[src/rtl/sum_sq_accum.sv]
// Streaming sum-of-squares accumulator feeding the Q16.16 sqrt stage over a level valid/ready handshake.
// Optional build macro SUMSQ_SAT_EN: saturate sum_out to all-ones once the accumulation overflows.
module sum_sq_accum #(
  parameter int ELEM_W = 16,
  parameter int CNT_W  = 8
) (
  input  logic                     clock,
  input  logic                     reset,
  input  logic signed [ELEM_W-1:0] elem_in,
  input  logic                     elem_valid,
  input  logic                     elem_last,
  output logic                     elem_ready,
  output logic [31:0]              sum_out,
  output logic                     sum_valid,
  input  logic                     sqrt_ready,
  output logic [CNT_W-1:0]         elem_count,
  output logic                     overflow
);

  localparam logic [1:0] ST_ACCUM   = 2'd0;
  localparam logic [1:0] ST_FLUSH   = 2'd1;
  localparam logic [1:0] ST_HOLD    = 2'd2;
  localparam logic [1:0] ST_RELEASE = 2'd3;

  logic [1:0]               r_state;
  logic [1:0]               w_state_next;
  logic                     w_accept;
  logic                     w_clear;

  logic signed [ELEM_W-1:0] r_elem_p0;
  logic                     r_vld_p0;
  logic                     r_last_p0;

  logic [31:0]              r_sq_p1;
  logic                     r_vld_p1;
  logic                     r_last_p1;

  logic [32:0]              r_acc_p2;
  logic [32:0]              w_acc_next;
  logic [CNT_W-1:0]         r_cnt_p2;
  logic                     r_ovf_p2;
  logic                     r_vld_p2;
  logic                     r_last_p2;

  // The square of any signed ELEM_W value is non-negative, so zero-extending it is exact.
  function automatic logic [31:0] square_u32(input logic signed [ELEM_W-1:0] x);
    logic signed [2*ELEM_W-1:0] xe;
    logic signed [2*ELEM_W-1:0] p;
    xe = (2*ELEM_W)'(x);
    p  = xe * xe;
    return 32'($unsigned(p));
  endfunction

`ifdef SUMSQ_SAT_EN
  function automatic logic [31:0] sat_sum(input logic [31:0] wrapped, input logic ovf);
    return ovf ? 32'hFFFF_FFFF : wrapped;
  endfunction
`endif

  assign elem_ready = (r_state == ST_ACCUM) && !reset;
  assign w_accept   = elem_valid && elem_ready;
  assign w_clear    = (r_state == ST_RELEASE) && !sqrt_ready;
  assign w_acc_next = r_acc_p2 + {1'b0, r_sq_p1};

  always_comb begin
    w_state_next = r_state;
    case (r_state)
      ST_ACCUM:   if (w_accept && elem_last)  w_state_next = ST_FLUSH;
      ST_FLUSH:   if (r_vld_p2 && r_last_p2)  w_state_next = ST_HOLD;
      ST_HOLD:    if (sqrt_ready)             w_state_next = ST_RELEASE;
      ST_RELEASE: if (!sqrt_ready)            w_state_next = ST_ACCUM;
      default:                                w_state_next = ST_ACCUM;
    endcase
  end

  always_ff @(posedge clock) begin
    if (reset) r_state <= ST_ACCUM;
    else       r_state <= w_state_next;
  end

  // Stage p0: capture the accepted element
  always_ff @(posedge clock) begin
    if (reset) begin
      r_vld_p0  <= 1'b0;
      r_last_p0 <= 1'b0;
    end else begin
      r_vld_p0  <= w_accept;
      r_last_p0 <= w_accept && elem_last;
    end
  end

  always_ff @(posedge clock) begin
    if (w_accept) r_elem_p0 <= elem_in;
  end

  // Stage p1: square
  always_ff @(posedge clock) begin
    if (reset) begin
      r_vld_p1  <= 1'b0;
      r_last_p1 <= 1'b0;
    end else begin
      r_vld_p1  <= r_vld_p0;
      r_last_p1 <= r_last_p0;
    end
  end

  always_ff @(posedge clock) begin
    r_sq_p1 <= square_u32(r_elem_p0);
  end

  // Stage p2: accumulate, count and flag overflow; cleared on every return to ACCUM
  always_ff @(posedge clock) begin
    if (reset) begin
      r_vld_p2  <= 1'b0;
      r_last_p2 <= 1'b0;
      r_acc_p2  <= '0;
      r_cnt_p2  <= '0;
      r_ovf_p2  <= 1'b0;
    end else begin
      r_vld_p2  <= r_vld_p1;
      r_last_p2 <= r_last_p1;
      if (w_clear) begin
        r_acc_p2 <= '0;
        r_cnt_p2 <= '0;
        r_ovf_p2 <= 1'b0;
      end else if (r_vld_p1) begin
        r_acc_p2 <= w_acc_next;
        if (r_cnt_p2 != '1) r_cnt_p2 <= r_cnt_p2 + CNT_W'(1);
        r_ovf_p2 <= r_ovf_p2 | w_acc_next[32];
      end
    end
  end

  // Pipeline is empty in HOLD/RELEASE, so these outputs are frozen while sum_valid is high.
`ifdef SUMSQ_SAT_EN
  assign sum_out = sat_sum(r_acc_p2[31:0], r_ovf_p2);
`else
  assign sum_out = r_acc_p2[31:0];
`endif
  assign sum_valid  = (r_state == ST_HOLD);
  assign elem_count = r_cnt_p2;
  assign overflow   = r_ovf_p2;

endmodule

[config.mk]
export PLATFORM = sky130hd
export DESIGN_NAME = sum_sq_accum
export DESIGN_NICKNAME = d
export VERILOG_FILES = /design/src/rtl/sum_sq_accum.sv
export SDC_FILE = /design/constraint.sdc
export NUM_CORES = 1
export LEC_CHECK = 0
export ABC_AREA = 1
export CAP_MARGIN = 10
export CORE_ASPECT_RATIO = 1.25
export CORE_MARGIN = 1
export CORE_UTILIZATION = 55
export DETAILED_ROUTE_END_ITERATION = 7
export GPL_ROUTABILITY_DRIVEN = 0
export GPL_TIMING_DRIVEN = 0
export HOLD_SLACK_MARGIN = 0.02
export PLACE_DENSITY = 0.73
export SLEW_MARGIN = 15
export SYNTH_ARGS = -nofsm -noshare
export SYNTH_HDL_FRONTEND = slang
export SYNTH_SLANG_ARGS = --single-unit
[constraint.sdc]
create_clock -name clock -period 14.5 [get_ports clock]
set_input_delay 2.9 -clock clock [delete_from_list [all_inputs] [get_ports clock]]
set_output_delay 2.9 -clock clock [all_outputs]
set_load 0.03 [all_outputs]
==> out/metrics.yaml <==
synth:
  ys_seq_area_share_pct: 13.9
  async_reset_ff_share_pct: 0
  ys_seq_elements: 97
  synth_fp_nets: 2360
  yosysUniqueCellTypes: 43
  synth_top_area_share_pct: 31.1
  synth.most_common_cell: "inv_1"
  ys.flop_type: "dfxtp_1"
  synth_area_leaders: "fa_1 (31%), inv_1 (14%), ha_1 (11%)"
  netlist_area_sq_um: 15100
  yosys_warnings: 0
  syn_inst: 1974
  ys_top_cells_by_count: "inv_1 (550), nand2_1 (395), fa_1 (235)"
  syn_avg_cell_area_sq_um: 7.66
  synth_top_cell_by_area: "fa_1"
  synth_edf_count: 16
worst_setup_path:
  cp_max_fo: 10
  crit_required_ps: 14760
  critical_path_class: "flip-flop to flip-flop"
  worstPathCellList: "clkbuf_1 > buf_1 > nand2_1 > fa_1 > fa_1 > inv_1 > fa_1 > inv_1 > fa_1 > inv_1 > fa_1 > inv_1 > fa_1 > inv_1 > ha_1 > nand2_1 > nor3_1 > nand2_1 > nor3_1 > nand2_1 > o211ai_1 > inv_1 > nand2_1 > nand2_1"
  critPathArrivalTime_ps: 7340
  r2r_slack_ps: 7420
  reg2reg_from: "r_elem_p0[15]$_DFFE_PP_"
  slowest_delay_ps: 670
  critical_path.endpoint: "r_sq_p1[31]$_DFF_P_"
  reg2reg_to: "r_sq_p1[31]$_DFF_P_"
  start_kind: "flip-flop"
  r2r_cells: 24
  crit_path_end_kind: "flip-flop"
  crit_start: "r_elem_p0[15]$_DFFE_PP_"
  cpMaxStageDelayCell: "fa_1"
clocking:
  htreeDepth: 3
  cts_num_sinks: 97
  ctsHoldBuffers: 0
  post-cts-setup-buffer-count: 0
  clockRootBuffer: "clkbuf_16"
  cts_tree: "yes"
  cts_buffer_depth: 2
  cts_resized: 0
  clkSlewWorstSetupHoldPaths_ps: 80
  cts_buffers: 9
  clock_latency_ps: 370
sta:
  finalHoldViolCount: 0
  drv_slew: 0
  setup_slack_ps: 7420
  setup_viol: 0
  min_period_over_period_pct: 48.8
  fmax_mhz: 141
  tightestPinTransition_ps: 720
  rsz0062_at_grt: "no"
  tns_ps: 0
  relSlewSlack_pct: 51.7
  finClkSkew_ps: 15.5
  post-route-min-period_ps: 7080
layout:
  area_delta_synth_final_pct: 9.07
  layout-drive-gt1-share_pct: 4.34
  design_area_sq_um: 16500
  num-nets-final: 2434
  diodes: 0
  finalCoreUtilization_pct: 61.3
flow_run:
  cap_violations: 0
global_route:
  grt-ovfl-total: 0
  grt_max_degree: 21
  antenna_found_initial: 0
  grtUsageTotal_pct: 26.9
  grt_first_pass_wirelength_mm: 59.1
  grt_pass1_vias: 12900
outcome:
  status: "completed"
route:
  drtIter0Drc: 547
  antenna_left: 0
  drt-total-wl_mm: 35.5
  firstDrtPassIters: 6
  avgRoutedWirePerCell_um: 14.8
  viasPerCell: 5.05
  num_vias: 12100
  route.detailed.drc: 0
floorplanning:
  coreArea_sq_um: 26900
  fp.dieH_um: 187
  rows: 67
  ios: 64
  initial_utilization_pct: 56.2
  dieArea_sq_um: 28100
  chipWidth_um: 150
place:
  io_buffers: 62
  pre_cts_slack_ps: 7450
  dp_hpwl_mm: 30.8
  placed_area_sq_um: 16200
min_path:
  min_path_type: "flip-flop to flip-flop"
  holdPathStages: 0
[per-layer routing]
layer / up-vias / track usage [%] / wire (um)
li1: 5947 / - / -
met1: 5717 / 30.0 / 14000
met2: 340 / 49.2 / 18200
met3: 111 / 3.00 / 1440
met4: 0 / 14.4 / 1790
met5: - / 0 / 0
[worst min-delay path by stage]
stage                            from                  to  slack, ps
2_1_floorplan  r_elem_p0[0]$_DFFE_PP_  r_sq_p1[0]$_DFF_P_        350
3_3_place_gp   r_elem_p0[0]$_DFFE_PP_  r_sq_p1[0]$_DFF_P_        360
3_5_place_dp   r_elem_p0[0]$_DFFE_PP_  r_sq_p1[0]$_DFF_P_        380
4_1_cts        r_elem_p0[0]$_DFFE_PP_  r_sq_p1[0]$_DFF_P_        390
5_1_grt        r_elem_p0[0]$_DFFE_PP_  r_sq_p1[0]$_DFF_P_        410
6_report       r_elem_p0[0]$_DFFE_PP_  r_sq_p1[0]$_DFF_P_        390
[through the flow]
step / instances / hold WS (ps)
finish: 2398 / 389
global route: 2398 / 406
CTS: 2398 / 394
detailed placement: 2382 / 376
global placement: 2381 / 356
floorplan: 1974 / 346
[registers in the layout (all words and copies together), names as in the netlist]
signal	flops
r_elem_p0	16
r_last_p0	1
overflow	1
elem_count	8
r_vld_p2	1
r_acc_p2	33
r_last_p1	1
r_vld_p0	1
r_state	2
r_sq_p1	31
r_last_p2	1
r_vld_p1	1
[layout make-up]
class	count	area, sq um
Timing Repair Buffer	63	628
Buffer	72	404
Clock inverter	7	81.3
Sequential cell	97	2100
Tap cell	345	432
Clock buffer	9	225
Inverter	552	2070
Multi-Input combinational cell	1253	10500
Fill cell	2344	10400
[critical path, delay by kind of cell, from the launching register on]
family | cells | cell delay, ps
buffers and inverters | 8 | 1270
DFF | 1 | 570
and+or+nand+nor | 8 | 1190
AOI/OAI and AO/OA | 1 | 180
adders and majority gates | 7 | 3750
[layout by cell type, fill, tap and decap left out, types with 39 or more instances in the layout]
master           count
a21oi_1             71
xor2_1              41
nor2_1             149
ha_1               130
fa_1               235
dfxtp_1             81
o21ai_0             39
clkdlybuf4s50_1     62
inv_1              550
nand2_1            395
nand3_1             67
[kinds of logic (layout without fill, tap and decap cells)]
logic type	count (synthesis)	after routing	synth area share (%)
adders and majority gates	365	365	41.9
DFF	97	97	13.9
AOI/OAI and AO/OA	161	161	6.13
and+or+nand+nor	669	669	18.3
xor gates and xnor gates	58	58	3.36
buffers and inverters	624	703	16.4
Power is left out: the tool's default activity adds up to more than one toggle a clock period on the data nets, which glitch-free logic cannot reach.
